==> src/rtl/bullcow_pkg.sv <==
// Shared types and segment constants for the Bulls & Cows game and its display.
package bullcow_pkg;

    typedef enum logic [2:0] {
        J1_SETUP = 3'b000,
        J2_SETUP = 3'b001,
        J1_GUESS = 3'b010,
        J2_GUESS = 3'b011,
        END_GAME = 3'b111
    } state_t;

    typedef enum logic [4:0] {
        HEX0, HEX1, HEX2, HEX3, HEX4, HEX5, HEX6, HEX7,
        HEX8, HEX9, HEXA, HEXB, HEXC, HEXD, HEXE, HEXF,
        G_J, G_P, G_B, G_C, G_DASH, G_BLANK
    } glyph_t;

    // Segment patterns {g,f,e,d,c,b,a}, active-low.
    localparam logic [6:0] SEG_HEX [16] = '{
        7'b1000000, 7'b1111001, 7'b0100100, 7'b0110000,
        7'b0011001, 7'b0010010, 7'b0000010, 7'b1111000,
        7'b0000000, 7'b0010000, 7'b0001000, 7'b0000011,
        7'b1000110, 7'b0100001, 7'b0000110, 7'b0001110
    };
    localparam logic [6:0] SEG_J     = 7'b1100001;
    localparam logic [6:0] SEG_P     = 7'b0001100;
    localparam logic [6:0] SEG_B     = 7'b0000011;
    localparam logic [6:0] SEG_C     = 7'b0100111;
    localparam logic [6:0] SEG_DASH  = 7'b0111111;
    localparam logic [6:0] SEG_BLANK = 7'b1111111;

    // Hex glyphs occupy codes 0..15, so a nibble maps directly.
    function automatic glyph_t hex_glyph(input logic [3:0] v);
        return glyph_t'({1'b0, v});
    endfunction

endpackage

==> src/rtl/bullcow_display_glyph_to_seg.sv <==
// Combinational glyph code to active-low 7-segment pattern.
module glyph_to_seg
    import bullcow_pkg::*;
(
    input  logic [4:0] i_glyph,
    output logic [6:0] o_seg
);

    // Hex codes index the table directly; the rest are named symbols.
    always_comb begin
        o_seg = SEG_BLANK;
        if (!i_glyph[4]) begin
            o_seg = SEG_HEX[i_glyph[3:0]];
        end else begin
            case (i_glyph)
                G_J:     o_seg = SEG_J;
                G_P:     o_seg = SEG_P;
                G_B:     o_seg = SEG_B;
                G_C:     o_seg = SEG_C;
                G_DASH:  o_seg = SEG_DASH;
                default: o_seg = SEG_BLANK;
            endcase
        end
    end

endmodule

==> src/rtl/bullcow_display.sv <==
// 8-digit multiplexed display driver for the Bulls & Cows game.
module bullcow_display
    import bullcow_pkg::*;
#(
    parameter int REFRESH_DIV = 100000,
    parameter int BLINK_TICKS = 250
) (
    input  logic            clock,
    input  logic            reset,
    input  logic [2:0]      phase,
    input  logic [3:0][3:0] entry,
    input  logic [2:0]      bulls,
    input  logic [2:0]      cows,
    input  logic            result_valid,
    input  logic            invalid,
    input  logic [1:0][7:0] points,
    input  logic            winner,
    output logic [7:0]      an,
    output logic [7:0]      dec_cat
);

    localparam int TW = (REFRESH_DIV > 1) ? $clog2(REFRESH_DIV) : 1;
    localparam int BW = (BLINK_TICKS > 1) ? $clog2(BLINK_TICKS) : 1;
    localparam logic [TW-1:0] TICK_LAST  = TW'(REFRESH_DIV - 1);
    localparam logic [BW-1:0] BLINK_LAST = BW'(BLINK_TICKS - 1);

    logic [TW-1:0] r_tick_cnt;
    logic [2:0]    r_idx;
    logic [BW-1:0] r_blink_cnt;
    logic          r_blink_ph;
    logic [2:0]    r_err_half;
    logic [BW-1:0] r_err_cnt;
    logic          r_res_held;
    logic [2:0]    r_res_b;
    logic [2:0]    r_res_c;
    logic [2:0]    r_phase_q;

    logic          w_tick;
    logic          w_entry_blank;
    logic          w_dp;
    glyph_t        w_dig [8];
    glyph_t        w_sel;
    logic [6:0]    w_seg;

    assign w_tick        = (r_tick_cnt == TICK_LAST);
    assign w_entry_blank = (r_err_half != 3'd0) && !r_err_half[0];

    // Digit-slot timer, scan index and free-running blink phase.
    always_ff @(posedge clock or posedge reset) begin
        if (reset) begin
            r_tick_cnt  <= '0;
            r_idx       <= '0;
            r_blink_cnt <= '0;
            r_blink_ph  <= 1'b0;
        end else begin
            r_tick_cnt <= w_tick ? '0 : r_tick_cnt + 1'b1;
            if (w_tick) begin
                r_idx <= r_idx + 3'd1;
                if (r_blink_cnt == BLINK_LAST) begin
                    r_blink_cnt <= '0;
                    r_blink_ph  <= ~r_blink_ph;
                end else begin
                    r_blink_cnt <= r_blink_cnt + 1'b1;
                end
            end
        end
    end

    // Latch the last scored guess; a setup phase forgets it unless a result lands that cycle.
    always_ff @(posedge clock or posedge reset) begin
        if (reset) begin
            r_res_held <= 1'b0;
            r_res_b    <= '0;
            r_res_c    <= '0;
        end else if (result_valid) begin
            r_res_held <= 1'b1;
            r_res_b    <= bulls;
            r_res_c    <= cows;
        end else if (phase[2:1] == 2'b00) begin
            r_res_held <= 1'b0;
        end
    end

    // Rejected-entry flash: four half-periods counted down, restarted by invalid, cancelled by a phase change.
    always_ff @(posedge clock or posedge reset) begin
        if (reset) begin
            r_err_half <= '0;
            r_err_cnt  <= '0;
            r_phase_q  <= '0;
        end else begin
            r_phase_q <= phase;
            if (invalid) begin
                r_err_half <= 3'd4;
                r_err_cnt  <= '0;
            end else if (phase != r_phase_q) begin
                r_err_half <= '0;
                r_err_cnt  <= '0;
            end else if (w_tick && (r_err_half != 3'd0)) begin
                if (r_err_cnt == BLINK_LAST) begin
                    r_err_cnt  <= '0;
                    r_err_half <= r_err_half - 3'd1;
                end else begin
                    r_err_cnt <= r_err_cnt + 1'b1;
                end
            end
        end
    end

    // Per-phase digit contents and the glyph for the digit currently being scanned.
    always_comb begin
        w_dig = '{default: G_DASH};
        w_dp  = 1'b1;
        case (phase)
            J1_SETUP, J2_SETUP: begin
                w_dig[7] = G_J;
                w_dig[6] = phase[0] ? HEX2 : HEX1;
                w_dig[5] = G_BLANK;
                w_dig[4] = G_DASH;
            end
            J1_GUESS, J2_GUESS: begin
                w_dig[7] = G_J;
                w_dig[6] = phase[0] ? HEX2 : HEX1;
                w_dig[5] = r_res_held ? hex_glyph({1'b0, r_res_b}) : G_DASH;
                w_dig[4] = r_res_held ? hex_glyph({1'b0, r_res_c}) : G_DASH;
                w_dp     = (r_idx != 3'd6);
            end
            END_GAME: begin
                w_dig[7] = G_P;
                w_dig[6] = HEX1;
                w_dig[5] = (r_blink_ph && !winner) ? G_BLANK : hex_glyph(points[0][7:4]);
                w_dig[4] = (r_blink_ph && !winner) ? G_BLANK : hex_glyph(points[0][3:0]);
                w_dig[3] = G_P;
                w_dig[2] = HEX2;
                w_dig[1] = (r_blink_ph && winner) ? G_BLANK : hex_glyph(points[1][7:4]);
                w_dig[0] = (r_blink_ph && winner) ? G_BLANK : hex_glyph(points[1][3:0]);
            end
            default: ;
        endcase
        if (phase[2] == 1'b0) begin
            w_dig[3] = w_entry_blank ? G_BLANK : hex_glyph(entry[3]);
            w_dig[2] = w_entry_blank ? G_BLANK : hex_glyph(entry[2]);
            w_dig[1] = w_entry_blank ? G_BLANK : hex_glyph(entry[1]);
            w_dig[0] = w_entry_blank ? G_BLANK : hex_glyph(entry[0]);
        end
        w_sel = w_dig[r_idx];
    end

    glyph_to_seg u_glyph_to_seg (
        .i_glyph (w_sel),
        .o_seg   (w_seg)
    );

    // Registered drive: one anode low at the scan index, cathodes for that digit.
    always_ff @(posedge clock or posedge reset) begin
        if (reset) begin
            an      <= 8'hFF;
            dec_cat <= 8'hFF;
        end else begin
            an      <= ~(8'b1 << r_idx);
            dec_cat <= {w_dp, w_seg};
        end
    end

endmodule

==> config.mk <==
export PLATFORM = sky130hd
export DESIGN_NAME = bullcow_display
export DESIGN_NICKNAME = d
export VERILOG_FILES = /design/src/rtl/bullcow_pkg.sv /design/src/rtl/bullcow_display_glyph_to_seg.sv /design/src/rtl/bullcow_display.sv
export SDC_FILE = /design/constraint.sdc
export NUM_CORES = 1
export LEC_CHECK = 0
export CAP_MARGIN = 5
export CORE_ASPECT_RATIO = 1.4
export CORE_MARGIN = 2
export CORE_UTILIZATION = 53
export CTS_BUF_LIST = sky130_fd_sc_hd__clkbuf_8
export DETAILED_ROUTE_END_ITERATION = 8
export PLACE_DENSITY = 0.76
export RECOVER_POWER = 50
export SYNTH_ARGS = -nofsm -noshare
export SYNTH_HDL_FRONTEND = slang
export SYNTH_SLANG_ARGS = --single-unit
==> constraint.sdc <==
create_clock -name clock -period 5.05 [get_ports clock]
set_input_delay 0.505 -clock clock [delete_from_list [all_inputs] [get_ports clock]]
set_output_delay 0.505 -clock clock [all_outputs]
set_load 0.03 [all_outputs]
* Yosys cells after proc, flatten, opt, wreduce, memory -nomap -nowiden
Memories as Yosys holds them, arrays and structs flattened. Index checks and enable logic that the tools add are counted.
Word-level totals: flip-flop bits (word level) 66, bits in latches 0, memory bits (writable) 0, bits in read-only memories 112, input bits 46, output and inout port bits 16, logic and storage cells 89, memories 1
Memories:
- (name not given) | depth 16, bits a word 7, rd ports 1, clocked after memory_dff 0, wr ports 0, line bullcow_display_glyph_to_seg.sv:13 | o_seg = SEG_HEX[i_glyph[3:0]];
Cells by class: $add $sub $neg 5, $mul 0, divide/modulo/power cells 0, $lt $le $gt $ge 2, equal/unequal tests 14, shift-type cells 1, multiplexer cells 34, bitwise gates (word level) 4, reduce and logical (&&, ||, !) cells 16
Operator list (count):
- $mux W5 | 12
- $pmux W20 S3 | 1
- $mux W20 | 2
- $mux W8 | 5
- $pmux W7 S5 | 1
- $eq A5 B5 Y1 const B | 5
- $mux W7 | 3
- $add A17 B1 Y17 const B | 1
- $eq A17 B17 Y1 const B | 1
- $mux W17 | 1
- $add A8 B1 Y8 const B | 2
- $eq A8 B8 Y1 const B | 2
- $bmux W5 S3 | 1
- $mux W3 | 4
- $reduce_bool A3 Y1 | 3
- $not A8 Y8 | 1
- $shl A1 B3 Y8 const A | 1
- $eq A3 B2 Y1 const B | 2
- $ge A5 B5 Y1 const B | 1
- $not A4 Y5 | 1
- $ge A4 B4 Y1 const B | 1
- $logic_and A1 B1 Y1 | 4
- $not A3 Y4 | 1
- $reduce_and A2 Y1 | 2
- other kinds (14) | 18

* Longest topological paths before layout
depth after elaboration 12, gate-level depth with buffers 16, mapped depth without buffers 14

* Hierarchy
From an unflattened synthesis, not the netlist that was laid out.
Unflattened totals: cell total of the unflattened synthesis 408, area total of the unflattened synthesis 3885.0 um^2
Modules (own cells, without submodules):
- bullcow_display | times used 1, cells each 346, area each 3444.6 um^2, seq. area each 1671.6 um^2
- glyph_to_seg | times used 1, cells each 62, area each 440.4 um^2, seq. area each 0.0 um^2

* Worst setup path after synthesis
No wires, ideal clock.
path kind input -> register, from input phase[2], to register dec_cat[3], setup time 88 ps, data arrival time 2910 ps, required time 4962 ps, slack 2052 ps, stages 12, path buffers 3, cell sequence buf_4 > and3_1 > buf_6 > a32oi_1 > nor3_1 > o311ai_1 > inv_1 > ha_1 > clkbuf_1 > mux2_2 > o22a_1 > or3_1
On the way: word-level cells in the longest chain between the ends 11, elaborated cells between the ends (all ways) 24, classes of those cells eq/ne: 9; mux: 10; bitwise: 1; reduce/logical: 3; memory: 1
RTL lines:
- start: declaration | line bullcow_display.sv:10 | input logic [2:0] phase,
- $eq A3 B2 Y1 (tied with other cells) | line bullcow_display.sv:113 | case (phase)
- $reduce_or A2 Y1 or $mux W20 (tied branches) | line bullcow_display.sv:113
- $pmux W20 S3 or $mux W20 (tied branches) | line bullcow_display.sv:113, bullcow_display.sv:139
- $bmux W5 S3 * | line bullcow_display.sv:145 | w_sel = w_dig[r_idx];
- $mux W5 (not written as such) * (2 in series) | line bullcow_display.sv:145
- $not A4 Y5 (not written as such) | line bullcow_display_glyph_to_seg.sv:13
- $mem_v2 Z16 W7
- $mux W7 (not written as such) (2 in series) | line bullcow_display_glyph_to_seg.sv:13
- $mux W7 * | line bullcow_display_glyph_to_seg.sv:12 | if (!i_glyph[4]) begin
- named net u_glyph_to_seg.o_seg[3] | line bullcow_display_glyph_to_seg.sv:6 | output logic [6:0] o_seg
- end signal: assignment | line bullcow_display.sv:160 | dec_cat <= {w_dp, w_seg};
- end: declaration | line bullcow_display.sv:19 | output logic [7:0] dec_cat
Mark *: on every way through the listed nets, which the timed path passes. The rest lies on a longest branch. The select of a mux whose other input is x is not followed. A chain may end at the register's enable or synchronous reset.

* Worst setup path after layout
from input phase[2], to register dec_cat[6]
Same word-level chain as after synthesis.

==> impl_metrics.toml <==
[outcome]
outcome = "completed"

[clocking]
clk_pin_slew_ns = 0.07
clk_path_buf_depth = 2
worst_skew_pair.late_latency_ns = 0.34
cts.sinks = 66
post_cts_buffers = 0
cts_htree_levels = 3
root_buffer = "clkbuf_8"
cts_tree = "yes"
cts_resized = 0
ctsHoldBuffers = 0
numCtsBuffers = 9

[flow_run]
maxCapViolations = 0

[grt]
antenna_found_initial = 0
grt_max_degree = 67
grt_pass1_wl_um = 14700
use_met3_pct = 5.01
use_met1_pct = 27.7
use_met2_pct = 39.7
track_usage_pct = 22.8
grt_overflow = 0
first_global_vias = 3170
grt.busiest_layer = "met2"

[synth]
yosysTopAreaCell = "dfrtp_1"
ys_top_cells_by_count = "dfrtp_1 (50), nand2_1 (42), nor2_1 (29)"
synth_nets = 464
synthFlopType = "dfrtp_1"
ys_types = 61
synth_top_area_share_pct = 32.6
synth_cells = 401
ys_warn_count = 0
synth.most_common_cell = "dfrtp_1"
avgSynthCellArea_um2 = 9.58
ys_ff_latch = 66
synth-edff-count = 0
synth_area_mm2 = 0.00384
ys_seq_area_share_pct = 43.5
async_reset_ff_share_pct = 100
synth_area_leaders = "dfrtp_1 (33%), dfstp_2 (11%), ha_1 (5.5%)"

[setup_path]
r2r-start = "r_err_half[0]$_DFFE_PP0P_"
worstPathRequired_ns = 5.31
max_stage_delay_ns = 0.70
arrival_ns = 3.87
start_kind = "input port"
cp-startpoint = "phase[2]"
cpMostUsedCell = "nor3_1"
cpMaxStageDelayCell = "dlygate4sd3_1"
end_kind = "register"
path_class = "in -> reg"
crit_chain = "dlygate4sd3_1, and3_1, a32oi_1, nor3_1, o311ai_1, inv_1, ha_1, nor3_1, or3_1, a31oi_1, nor3_1"
worst-path-max-fanout = 11

[floorplanning]
die_w_um = 76.0
fp.dieH_um = 105
die-area_mm2 = 0.00795
pin_count = 62
fp.coreArea_mm2 = 0.00698
num_rows = 36
initial_core_util_pct = 55.0

[finish]
fillers = 570
layout-drive-gt1-share_pct = 10.6
multi_input_area_mm2 = 0.00201
area_growth_pct = 22.4
nNetsFinal = 519
num_antenna_cells = 0
fin_cells = 556
regArea_mm2 = 0.00167
finalInstanceArea_mm2 = 0.00470

[placed_design]
gp_congestion = 0.872
place_hpwl_um = 6360
post-place-ws_ns = 1.17
place_inst = 540
port_buffers = 61
place_area_mm2 = 0.00449

[timing]
fin_crit_sh_pct = 71.5
fin_tns_setup_ns = 0
worst_slack_ns = 1.44
slew_headroom_pct = 40.3
setup_viol = 0
worst_slew_pin_slew_ns = 0.895
whs_ns = 0.487
max_freq_mhz = 277
fin_crit_ns = 3.61
skew_ns = 0.00903
hold_viol_final = 0
slew_viol_final = 0
rsz0062_at_grt = "false"

[route]
via_count = 3246
first_pass_iters = 4
viasPerCell = 5.84
routed_wl_um = 8620
first_iter_violations = 146
antenna_left = 0
drc_errors = 0
wl_per_cell_um = 15.5

[pwr]
pwr-share-clk_pct = 37.4
power.leakage_nw = 1.89
ir_drop_mv = 0.216
p_per_area_mw_per_mm2 = 268
p_seq_share_pct = 44.9
p_int_mw = 0.933
swShare_pct = 26.1
p_comb_share_pct = 17.7
p_sw_mw = 0.330

[hold_path]
min-delay-start = "r_err_half[1]$_DFFE_PP0P_"
holdCritPathClass = "reg -> reg"
power groups by stage:
stage	registers (mW)	clock network [mW]	logic (mW)
floorplan	0.602	0	0.113
global placement	0.577	0	0.220
detailed placement	0.577	0	0.224
CTS	0.567	0.483	0.225
global route	0.569	0.504	0.242
finish	0.567	0.473	0.223
metrics by stage:
step / power (mW) / util [%]
6_report: 1.26 / 67.4
5_1_grt: 1.32 / 67.4
4_1_cts: 1.28 / 67.4
3_5_place_dp: 0.801 / 64.4
3_3_place_gp: 0.797 / 64.4
2_1_floorplan: 0.715 / -
final cells by class:
type / instances / share of cell area, %
multi-input cells: 297 / 42.6
flip-flops and latches: 66 / 35.5
repair buffers: 63 / 13.3
clock buffers: 9 / 2.63
well taps: 95 / 2.53
clock inverters: 7 / 1.84
inverters: 19 / 1.52
final timing paths:
| path | endpoint | slack, ns | cells after the start |
|---|---|---|---|
| worst max-delay path | dec_cat[6]$_DFF_PP1_ | 1.44 | 11 |
| worst min-delay path | r_err_half[1]$_DFFE_PP0P_ | 0.49 | 2 |
| worst max register to register | dec_cat[3]$_DFF_PP1_ | 1.50 | 9 |
| worst min register to register | r_err_half[1]$_DFFE_PP0P_ | 0.49 | 2 |
| max in group asynchronous | r_res_c[2]$_DFFE_PP0P_ | 3.69 | 3 |
| min in group asynchronous | r_err_cnt[3]$_DFFE_PP0P_ | 0.82 | 3 |
state kept, by name, indices dropped and copies added, names as in the netlist:
signal,cells
r_idx,3
r_tick_cnt,17
r_res_b,3
an,8
r_res_c,3
dec_cat,8
r_err_half,3
r_err_cnt,8
r_res_held,1
r_phase_q,3
r_blink_cnt,8
r_blink_ph,1
cell usage in the layout (no fill, tap or decap), drive strengths merged, types with 8 or more instances in the layout:
| master | count |
|---|---|
| nor3 | 12 |
| or3 | 8 |
| a21oi | 14 |
| o21ai | 26 |
| clkdlybuf4s50 | 56 |
| nand3 | 16 |
| dfrtp | 50 |
| mux2 | 11 |
| clkbuf | 9 |
| nand2 | 42 |
| dfstp | 16 |
| mux2i | 10 |
| o211ai | 8 |
| nand4 | 10 |
| nor2 | 29 |
| inv | 20 |
| xnor2 | 8 |
| ha | 17 |
| xor2 | 14 |
per-layer routing:
layer / share of wire [%] / vias up
met5: 0 / -
met4: 1.6 / 0
met3: 4.5 / 15
met2: 53 / 97
met1: 41 / 1573
li1: - / 1561
logic make-up (layout without fill, tap and decap cells):
group           Yosys count  in the layout  synth area share [%]
fa+ha+maj                17             17                  5.54
simple gates            145            145                  18.5
flops                    66             66                  43.5
xor+xnor                 22             22                  5.02
mux                      21             21                  5.83
buf+inv                  38             98                  4.27
compound gates           92             92                  17.3
worst max-delay path: cells and delay by family:
kind | cells | cell delay [ns]
fa+ha+maj | 1 | 0.33
compound gates | 3 | 0.98
buf+inv | 2 | 0.85
simple gates | 5 | 1.19
(Power assumes the default switching activity.)
